[config.mk]
export PLATFORM = sky130hd
export DESIGN_NAME = trace_backpressure_flat
export DESIGN_NICKNAME = d
export VERILOG_FILES = /design/src/rtl/trace_backpressure_pkg.sv /design/src/rtl/trace_backpressure_if.sv /design/src/rtl/trace_backpressure_sat_drop_counter.sv /design/src/rtl/trace_backpressure.sv /design/src/flat_wrapper.sv
export SDC_FILE = /design/constraint.sdc
export NUM_CORES = 1
export LEC_CHECK = 0
export ABC_AREA = 1
export CORE_MARGIN = 3
export CORE_UTILIZATION = 40
export DETAILED_ROUTE_END_ITERATION = 16
export PLACE_DENSITY_LB_ADDON = 0.05
export SLEW_MARGIN = 20
export SYNTH_ARGS = -nofsm -noshare
export SYNTH_HDL_FRONTEND = slang
export SYNTH_HIERARCHICAL = 1
export SYNTH_SLANG_ARGS = --single-unit
[constraint.sdc]
create_clock -name clk -period 1.6 [get_ports clk]
set_input_delay 0.32 -clock clk [delete_from_list [all_inputs] [get_ports clk]]
set_output_delay 0.32 -clock clk [all_outputs]
set_load 0.01 [all_outputs]
[src/rtl/trace_backpressure_pkg.sv]
// trace_bp_pkg: word tags and count-to-payload helper shared by the trace front end
package trace_bp_pkg;
    localparam logic TAG_SAMPLE = 1'b0;
    localparam logic TAG_DROP = 1'b1;
    localparam int MAX_W = 32;
    function automatic logic [MAX_W-1:0] zext_count(input logic [MAX_W-1:0] c, input int w);
        return c & ~({MAX_W{1'b1}} << w);
    endfunction
endpackage

[src/rtl/trace_backpressure_if.sv]
// trace_backpressure_if: sample input and trace FIFO handshake bundle
interface trace_backpressure_if #(parameter int sample_width_p = 4);
    logic [sample_width_p-1:0] sample_data;
    logic sample_valid;
    logic [sample_width_p:0] fifo_data;
    logic fifo_valid;
    logic fifo_ready;
    modport slave (input sample_data, sample_valid, fifo_ready, output fifo_data, fifo_valid);
    modport master (output sample_data, sample_valid, fifo_ready, input fifo_data, fifo_valid);
endinterface

[src/rtl/trace_backpressure_sat_drop_counter.sv]
// sat_drop_counter: saturating lost-sample counter, clear wins over increment
module sat_drop_counter #(parameter int width_p = 4) (
    input  logic clk,
    input  logic rst,
    input  logic inc_i,
    input  logic clear_i,
    output logic [width_p-1:0] cnt_o
);
    logic [width_p-1:0] cnt_d, cnt_q;
    always_comb begin
        cnt_d = clear_i ? '0 : (inc_i && !(&cnt_q)) ? cnt_q + 1'b1 : cnt_q;
    end
    always_ff @(posedge clk) begin
        if (rst) cnt_q <= '0;
        else cnt_q <= cnt_d;
    end
    assign cnt_o = cnt_q;
endmodule

[src/rtl/trace_backpressure.sv]
// trace_backpressure: lossy sample stage that emits a tagged drop-count word after back-pressure
module trace_backpressure
    import trace_bp_pkg::*;
#(
    parameter int sample_width_p = 4,
    parameter int counter_width_p = 4
) (
    input logic clk,
    input logic rst,
    trace_backpressure_if.slave bus
);
    logic [counter_width_p-1:0] drop_cnt, drop_inc, cnt_sel;
    logic [sample_width_p:0] data_d, data_q;
    logic valid_d, valid_q, can_load, pending, cnt_inc, cnt_clr;
    assign can_load = !valid_q || bus.fifo_ready;
    assign pending = drop_cnt != '0;
    assign drop_inc = &drop_cnt ? drop_cnt : drop_cnt + 1'b1;
    // a sample arriving with the drop word is itself lost, so it joins the count
    assign cnt_sel = bus.sample_valid ? drop_inc : drop_cnt;
    assign cnt_inc = !can_load && bus.sample_valid;
    assign cnt_clr = can_load && pending;
    sat_drop_counter #(.width_p(counter_width_p)) u_cnt (
        .clk(clk),
        .rst(rst),
        .inc_i(cnt_inc),
        .clear_i(cnt_clr),
        .cnt_o(drop_cnt)
    );
    always_comb begin
        valid_d = can_load ? (pending || bus.sample_valid) : valid_q;
        data_d = !can_load ? data_q
               : pending ? {TAG_DROP, sample_width_p'(zext_count(MAX_W'(cnt_sel), counter_width_p))}
               : bus.sample_valid ? {TAG_SAMPLE, bus.sample_data}
               : data_q;
    end
    always_ff @(posedge clk) begin
        if (rst) begin
            valid_q <= 1'b0;
            data_q <= '0;
        end else begin
            valid_q <= valid_d;
            data_q <= data_d;
        end
    end
    assign bus.fifo_valid = valid_q;
    assign bus.fifo_data = data_q;
endmodule

[src/flat_wrapper.sv]
// flat-port wrapper written by rule: the top's interface ports become plain ports
module trace_backpressure_flat import trace_bp_pkg::*;
#(
    parameter int sample_width_p = 4,
    parameter int counter_width_p = 4
)
  (clk, rst, bus_sample_data, bus_sample_valid, bus_fifo_ready, bus_fifo_data, bus_fifo_valid);
  trace_backpressure_if #(.sample_width_p(sample_width_p)) bus_i ();
  input logic clk;
  input logic rst;
  input wire logic [$bits(bus_i.sample_data)-1:0] bus_sample_data;
  input wire logic [$bits(bus_i.sample_valid)-1:0] bus_sample_valid;
  input wire logic [$bits(bus_i.fifo_ready)-1:0] bus_fifo_ready;
  output wire logic [$bits(bus_i.fifo_data)-1:0] bus_fifo_data;
  output wire logic [$bits(bus_i.fifo_valid)-1:0] bus_fifo_valid;
  assign bus_i.sample_data = bus_sample_data;
  assign bus_i.sample_valid = bus_sample_valid;
  assign bus_i.fifo_ready = bus_fifo_ready;
  assign bus_fifo_data = bus_i.fifo_data;
  assign bus_fifo_valid = bus_i.fifo_valid;
  trace_backpressure #(.sample_width_p(sample_width_p), .counter_width_p(counter_width_p)) u_core (.clk(clk), .rst(rst), .bus(bus_i));
endmodule
Word level (Yosys, flattened, before mapping) --
Cells that the tools add are included.
Storage, ports and cells: bits in registers 10
Cells by class: add/subtract/negate cells 1, muxes and demuxes 4, reduce and logical (&&, ||, !) cells 13
Operator list (count):
- 5-bit two-way mux | 2
- 4-bit two-way mux | 2
- 4-bit by 1-bit adder with 4-bit output, second input constant | 1
- 4-bit AND reduction | 1
- 4-bit nonzero test | 1
- 1-bit logical AND | 3
- 1-bit logical NOT | 3
- 1-bit logical OR | 2
- 2-bit AND reduction | 1
- 2-bit nonzero test | 1
- 2-bit OR reduction | 1

Longest topological paths before layout --
Gate-level depths: netlist of the first run.
depth in word-level cells 5, gate-level depth with buffers 8

Hierarchy --
Netlist of the first run, hierarchy kept.
By module, submodules not included:
- trace_backpressure | instances 1, cells each 66, area an instance 427.9 µm²
- sat_drop_counter | instances 1, cells each 30, area an instance 197.7 µm²

Worst setup path before layout of the first run --
No wires, ideal clock.
kind flip-flop to flip-flop, start point reg u_core.u_cnt.cnt_q[0], in the netlist u_core/u_cnt/cnt_o[0], end point reg u_core.data_q[2], in the netlist u_core/bus.fifo_data[2], library setup time 119 ps, arrival 1153 ps, required time 1481 ps, slack 329 ps, cell stages (with the launch flop) 9, clock period less this slack 1271 ps, cells stage by stage dfxtp_1 inv_1 ha_1 nand2_1 nor2_1 nor2_1 nand2_1 o21ai_1 a21oi_2
On the way: cells in the longest elaborated chain, start to end 4, elaborated cells between the ends (all ways) 8, those cells by class 1 x add/sub; 3 x mux; 4 x reduce/logical
RTL lines:
- from (decl) | RTL line trace_backpressure_sat_drop_counter.sv:9 | logic [width_p-1:0] cnt_d, cnt_q;
- from (signal assigned) | RTL line trace_backpressure_sat_drop_counter.sv:15 | else cnt_q <= cnt_d;
- 4-bit by 1-bit adder with 4-bit output or 4-bit AND reduction (tied branches) | RTL line trace_backpressure.sv:17 | assign drop_inc = &drop_cnt ? drop_cnt : drop_cnt + 1'b1;
- 4-bit two-way mux | RTL line trace_backpressure.sv:17
- 4-bit two-way mux | RTL line trace_backpressure.sv:19 | assign cnt_sel = bus.sample_valid ? drop_inc : drop_cnt;
- 5-bit two-way mux | RTL line trace_backpressure.sv:32 | : pending ? {TAG_DROP, sample_width_p'(zext_count(MAX_W'(cnt_sel), counter_width_p))}
- to (signal assigned) | RTL line trace_backpressure.sv:42 | data_q <= data_d;
- to (decl) | RTL line trace_backpressure.sv:13 | logic [sample_width_p:0] data_d, data_q;
Parallel ways exist; a longest one is shown, timed or not. A chain may end at the register's enable or synchronous reset.

Worst setup path in the final report of the first run --
start point reg u_core.data_q[3], in the netlist u_core/bus.fifo_data[3], end point out bus_fifo_data[3]
RTL lines:
- to (decl) | RTL line flat_wrapper.sv:14 | output wire logic [$bits(bus_i.fifo_data)-1:0] bus_fifo_data;
No word-level cell between the ends.

==> results.md, run 1 <==
- The run finished with clean final reports.
- Setup repair after global routing left no endpoint under its margin.
- In this design, the stage delay of the slowest critical-path cell is 530 ps.
- The count of different cell masters after synthesis is 19.
- The residual antenna-violating net count after detailed routing is 0.
- The total clock buffers created by CTS is 3.
- Among all flip-flop cells after synthesis, the most frequent one is dfxtp_1.
- The tool flagged a number of max-cap violations equal to 0.
- The count of buffer and inverter cells on the critical path is 1.
- 0 antenna diodes ended up in the layout.
- The most area-hungry cell type in the Yosys netlist is dfxtp_1.
- The final hold violation count was 0.
- After synthesis, the cell types taking the most area are dfxtp_1 (32%), nand2_1 (14%), nor2_1 (9.6%).
- From synthesis to final layout, the design area changed by 32.6%.
- In this run the core area contains 13 standard-cell rows.
- The routed layout has 639 vias.
- Multiplexer cells account for 0% of the synthesized area.
- Measured against its own limit, the worst slew margin works out to 73.7%.
- Detailed placement ended at an HPWL of 1000 um.
- The kind of cell adding the most delay to the critical path is buffers and inverters.
- The number of nets at the end of the flow is 127.
- The detailed router finished its first iteration with 3 violations.
- The die covers 2070 sq um.
- The critical setup path kind is reg2out.
- After global routing the overflow that remains totals 0.
- The TritonCTS clock tree is built.
- After synthesis, flip-flops and latches occupy 32.0% of the total area.
- The last weighted congestion value of the routability-driven placer is 0.739.
- The synthesized netlist occupies a cell area of 626 sq um.
- From bottom edge to top edge, the die measures 45.5 um.
- Entering global routing, the biggest net connects 12 pins.
- The die is 45.5 um wide.
- The clock net sink count is 10.
- The latest clock arrival within the worst-skew pair is 270 ps.
- Once layout is complete, the utilization of the core stands at 60.0%.
- By count the netlist is led by nand2_1 (24), nor2_1 (16), inv_1 (15).
- In the routed design, unresolved DRC markers number 0.
- The type of element capturing the critical path is an output port.
- 14 I/O pins were placed.
- The clock skew is 4.69 ps.
- The critical path data required time is 1280 ps.
- The count of warnings emitted by yosys is 6.
- The arrival time of data at the critical path endpoint is 1140 ps.
- The first detailed-routing pass took 3 iterations.
- The starting density of the core is 45.2%.
- Summing the areas of all and, or, nand and nor instances in the mapped netlist gives 38.2% of the synthesized area.
- The pin slew with the least headroom to its limit is 394 ps.
- The share of synthesized cell area in full adder, half adder and majority cells is 6.00%.
- In this run, synthesis produced a sequential element count of 10.
- The number of antenna violations at the first check in global routing is 0.
- In this run the mean area of a mapped cell was 6.52 sq um.
- The clock slew seen by the registers of the worst setup and hold paths is 70 ps.
- The post-route netlist has 14.8% of its cells at a drive strength greater than 1.
- VDD sags by at most 0.000599 V.
- Yosys mapped a number of flops with a built-in enable equal to 0.
- The tree is rooted in a clkbuf_4.
- The total nets after synthesis is 107.
- In this run the tool buffered the top-level ports with 13 buffer cells.
- The startpoint of the lowest-slack register-to-register path is u_core/u_cnt/cnt_o[0].
- The share of the synthesized area in the top cell type is 32.0%.
- The startpoint of the most critical setup path is u_core/bus.fifo_data[3].
- The tightest min-delay check is of the reg2reg type.
- No sink is reached through more buffers than the 2 on the longest clock path.
- The detailed-route wire length is 1300 um.
- The nature of the critical path startpoint is a flop.
- Static timing analysis puts the maximum clock frequency at 687 MHz.
- The clock period could shrink to 1460 ps.
- The critical path goes through clkdlybuf4s50_1.
- Among all cell types in the netlist, the one instantiated most often is nand2_1.
- The synthesized-area fraction occupied by ao, oa, aoi and oai cells is 12.8%.
- The number of global-route vias before repair was 552.
- The global-route total usage across every layer is 15.2%.
- Setup violations remaining at the end of the flow were counted as 0.
- The layout filler cell count is 138.
- Of the total synthesized cell area, the portion taken by XOR and XNOR cells is 1.40%.
- The analysis attributes to cell leakage a power of 0.383 nW.
- The final total negative setup slack is 0 ps.
- The largest driver fanout on the critical path is 2.
- The critical path's slowest cell is clkdlybuf4s50_1.
- The first global-routing pass estimated 2170 um of wire.
- The final number of max-transition violations is 0.
- By area, the combinational part of the netlist is dominated by simple AND/OR/NAND/NOR gates.
- The share of async-settable or async-resettable flops after synthesis is 0%.
- The power density over the cells is 792 nW/um^2.
- Dividing the final minimum period by the clock period gives 90.9%.
- The level count of the clock H-tree is 1.
- Synthesis produced 96 cells.
- The detail-routed net length per standard cell is 9.99 um.
- The core region is 1380 sq um.
- For this design, the CTS-stage hold fixing added 0 buffers.
- The hold path startpoint is u_core/bus.fifo_data[4].
- The mean number of vias per cell is 4.92.
[worst paths after layout]
path | cells after the start | endpoint | slack (ps)
setup reg to reg | 8 | u_core/bus.fifo_data[3] | 240
hold / removal | 2 | u_core/bus.fifo_data[4] | 460
hold reg to reg | 2 | u_core/bus.fifo_data[4] | 460
setup / recovery | 1 | bus_fifo_data[3] | 140
[flip-flops by register name, indices dropped and copies added (netlist names)]
signal and flops:
u_core/bus.fifo_data 5, u_core/bus.fifo_valid 1, u_core/u_cnt/cnt_o 4
[layer usage]
layer  part of all wire [%]  up-vias  global-route usage (%)
met4                    2.4        0                    10.5
met5                      0        -                       0
li1                       -      342                       -
met3                    4.9        4                    3.56
met1                     44      283                    16.0
met2                     49       10                    26.2
[per-stage QoR]
| stage | setup WS (ps) | total power, W | instances | instance area (sq um) | hold slack (ps) |
|---|---|---|---|---|---|
| 2_1_floorplan | 329 | 0.000363 | 96 | 626 | 382 |
| 3_3_place_gp | 40.2 | 0.000428 | 126 | 790 | 451 |
| 3_5_place_dp | 24.5 | 0.000430 | 126 | 790 | 453 |
| 4_1_cts | 129 | 0.000670 | 130 | 826 | 462 |
| 5_1_grt | 53.6 | 0.000699 | 130 | 830 | 490 |
| 6_report | 145 | 0.000657 | 130 | 830 | 458 |
[layout make-up]
class	instances	area (sq um)	share of cell area, %
multi-input combinational	70	368	44.3
timing repair buffer	15	145	17.5
inverter	16	60.1	7.24
clock buffer	4	36.3	4.37
tap	15	18.8	2.26
sequential	10	201	24.3
[layout by cell type, fill, tap and decap left out, drive strengths merged, types with 2 or more instances in the layout]
cell type | synthesis | routed
ha | 3 | 3
nand4 | 3 | 3
o21ai | 5 | 5
nand3 | 6 | 6
clkbuf | 0 | 4
nor2 | 17 | 17
dfxtp | 10 | 10
inv | 16 | 16
a21oi | 8 | 8
buf | 0 | 2
clkdlybuf4s50 | 0 | 13
nand2 | 26 | 26
[logic make-up after synthesis]
family                   after synthesis
XOR/XNOR                               1
adder cells (fa/ha/maj)                3
buffers and inverters                 16
flip-flops                            10
AO/OA/AOI/OAI                         14
AND/OR/NAND/NOR                       52
[report_power, final]
part / switching [W] / leakage (nW) / internal [W]
clock network: 0.0000945 / 0.0210 / 0.000138
registers: 0.00000897 / 0.0825 / 0.000266
logic: 0.0000744 / 0.280 / 0.0000745
[timing repair]
action	in CTS	in global routing
gates resized for setup	0	2
endpoints found under the setup margin	0	4
buffers inserted	0	0
Power figures use the tool's default switching activity.
==> run 2, diff against run 1 <==
ABC_AREA = 0   (was 1)
SETUP_SLACK_MARGIN = 0.1   (was not set)
==> results.md, run 2 <==
- The via total after detailed routing is 654 (+2.3%).
- The total nets after synthesis is 88 (-18%).
- The slowest stage of the critical path belongs to the cell clkdlybuf4s50_1.
- The latest clock arrival within the worst-skew pair came to 270 ps (about the same).
- The largest net degree at the start of global routing is 13 (+1).
- The aggregate global routing overflow is 0 (unchanged).
- The static power due to leakage is 0.433 nW (+13%).
- The residual DRC count was 0 (unchanged).
- The layout filler cell count is 144 (+4.3%).
- The number of antenna repair diodes came to 0 (unchanged).
- The type of the most critical hold path is reg2reg.
- The number of detailed-route iterations in the first pass is 4 (+1).
- The number of synthesized register bits is 10 (unchanged).
- The highest attainable clock frequency is 688 MHz (+0.18%).
- TritonCTS built the clock tree.
- The share of total power in sequential cells is 42.0% (about the same).
- The number of nets at the end of the flow is 116 (-8.7%).
- The arrival time of data at the critical path endpoint is 1130 ps (about the same).
- The detailed-route wire length is 1580 um (+21%).
- Walking the worst path, the cells encountered are clkdlybuf4s50_1.
- The half-perimeter wire length after detailed placement came to 1170 um (+17%).
- The final hold violation count was 0 (unchanged).
- The number of rows in the core area is 14 (+1).
- Compared with the post-synthesis result, the final layout area differs by 47.5%.
- The number of buffers inserted by port buffering is 13 (unchanged).
- The final number of max-transition violations was 0 (unchanged).
- The ratio of final minimum period to clock period was 90.8% (-0.16 points).
- The number of antenna violations at the first check in global routing is 0 (unchanged).
- The power density over the cells came to 654 nW/um^2 (-17%).
- The residual antenna-violating net count after detailed routing was 0 (unchanged).
- The normalized max-slew margin is 75.0% (+1.3 points).
- The die extent in y came to 46.6 um (+2.4%).
- The kind of cell adding the most delay to the critical path is buffers and inverters.
- The I/O pin count is 14 (unchanged).
- The flow ran to the end, and the final reports show no timing, DRC or antenna violations.
- The average footprint of a synthesized cell is 8.58 sq um (+32%).
- The detail-routed net length per standard cell was 13.1 um (+31%).
- The width of the die came to 46.6 um (+2.4%).
- The maximum clock insertion buffer count came to 2 (unchanged).
- The share of the synthesized area in the top cell type is 30.3% (-1.7 points).
- The total of max-cap violations came to 0 (unchanged).
- The pin slew with the least headroom to its limit is 375 ps (-19.2 ps).
- The most common cell after layout, fill and taps aside is buf_4.
- The share of async-settable or async-resettable flops after synthesis is 0% (unchanged).
- In the layout the commonest cells are buf_4 (12), clkdlybuf4s50_1 (9), a21oi_1 (9).
- The peak supply drop is 0.000434 V (-27%).
- The share of synthesized area occupied by flip-flops and latches came to 30.3% (-1.7 points).
- The total clock buffers created by CTS is 3 (unchanged).
- The global-route total usage across every layer was 17.9% (+2.7 points).
- The mean number of vias per cell came to 5.45 (+11%).
- The critical path data required time came to 1280 ps (about the same).
- The post-synthesis instance area is 661 sq um (+5.6%).
- The relative contribution of the clock network to total power came to 36.2% (+0.8 points).
- The area taken by flip-flops and latches is 206 sq um (+2.5%).
- The most area-hungry cell type in the Yosys netlist is dfxtp_1.
- The clock net sink count is 10 (unchanged).
- The prevailing post-synth register cell is dfxtp_1.
- The combinational fraction of design power was 21.8% (-0.9 points).
- Setup repair after global routing left no endpoint under its margin.
- The number of global-route vias before repair was 619 (+12%).
- In the post-synthesis netlist, the biggest area contributors are dfxtp_1 (30%), a21oi_1 (6.8%), ha_1 (5.7%).
- The number of flip-flops under the largest register name is 5 (unchanged).
- The count of buffer and inverter cells on the critical path is 1 (unchanged).
- The type of element capturing the critical path is an output port.
- The final instance area was 975 sq um (+17%).
- The instance count of the mapped netlist is 77 (-20%).
- The last weighted congestion value of the routability-driven placer is 0.847 (+15%).
- The setup violation total in the final timing report is 0 (unchanged).
- The count of different cell masters after synthesis came to 33 (+14).
- The number of enable-type register cells in the synthesized netlist is 0 (unchanged).
- The starting density of the core is 43.3% (-1.9 points).
- The final total negative setup slack is 0 ps (unchanged).
- The critical setup path kind is reg2out.
- The global-route wire length before repair is 2700 um (+24%).
- The level count of the clock H-tree came to 1 (unchanged).
- The root buffer selected by CTS is clkbuf_4.
- The full die area came to 2180 sq um (+4.9%).
- The clock slew seen by the registers of the worst setup and hold paths was 70 ps (about the same).
- The largest stage delay on the critical path is 540 ps (about the same).
- The count of warnings emitted by yosys is 6 (unchanged).
- The total placed instance area is 883 sq um (+12%).
- Counting instances in the post-synthesis netlist gives the leading cell types as dfxtp_1 (10), a21oi_1 (9), nand2_1 (8).
- The total internal power came to 0.000478 W (-0.15%).
- The power spent charging and discharging nets was 0.000160 W (-10%).
- The multi-input gate area in the final layout came to 459 sq um (+25%).
- The switching power as a share of total power is 25.1% (-2.0 points).
- The largest driver fanout on the critical path came to 2 (unchanged).
- The worst setup path is launched from a flop.
- Yosys instantiated no cell more often than dfxtp_1.
- The final critical path time including I/O delays and setup is 1450 ps (-2.56 ps).
- The iteration-0 DRC count of the detailed router is 2 (-1).
- The core outline area is 1520 sq um (+10%).
- The clock skew is 0.456 ps (-4.23 ps).
- The share of layout cells above drive strength 1 is 33.7% (+19 points).
[run 2: per-stage QoR]
stage	instances	worst slack, ps	hold slack (ps)	utilization, %	total power (W)
finish	120	147	470	64.0	0.000638
global route	120	98.3	480	64.0	0.000677
CTS	119	103	475	61.2	0.000648
detailed placement	115	-170	465	58.0	0.000409
global placement	115	-149	456	58.0	0.000408
floorplan	77	120	388	-	0.000340
[run 2: routing by layer]
metal	vias to the layer above	global-route usage [%]	part of all wire, %
met5	-	0	0
met4	0	8.29	1.7
met3	5	5.86	4.1
met2	8	28.6	49
met1	301	21.4	45
li1	340	-	-
[run 2: final timing paths]
| path | start | end | slack, ps | depth (start not counted) |
|---|---|---|---|---|
| worst max-delay path | u_core/bus.fifo_data[3] | bus_fifo_data[3] | 150 | 1 |
| worst min-delay path | u_core/bus.fifo_data[2] | u_core/bus.fifo_data[2] | 470 | 2 |
| worst min register to register | u_core/bus.fifo_data[2] | u_core/bus.fifo_data[2] | 470 | 2 |
| worst max register to register | u_core/u_cnt/cnt_o[1] | u_core/bus.fifo_data[0] | 160 | 5 |
[run 2: layout make-up]
type | count | area share (%)
multi-input cells | 59 | 47.1
clock buffers | 4 | 3.72
repair buffers | 25 | 23.6
flip-flops and latches | 10 | 21.2
well taps | 16 | 2.05
inverters | 6 | 2.31
[run 2: logic make-up (layout without fill, tap and decap cells)]
kind of cell	count (synthesis)	after routing	share of synthesized area (%)
buffers and inverters	8	35	5.68
adder cells (fa/ha/maj)	3	3	5.68
flip-flops	10	10	30.3
AO/OA/AOI/OAI	24	24	30.3
AND/OR/NAND/NOR	32	32	28.0
[run 2: power by group through the flow]
stage                     Combinational, W  Clock (W)  Sequential (W)
after global routing              0.000154   0.000255        0.000269
after detailed placement          0.000134          0        0.000275
after CTS                         0.000137   0.000242        0.000269
after floorplan                  0.0000594          0        0.000281
final                             0.000139   0.000231        0.000268
after global placement            0.000134          0        0.000274
[run 2: repair_timing]
item,in CTS,in global routing
endpoints found under the setup margin,7,12
resized for setup,3,13
hold buffers,0,0
setup buffers,0,1
pin swaps,0,4
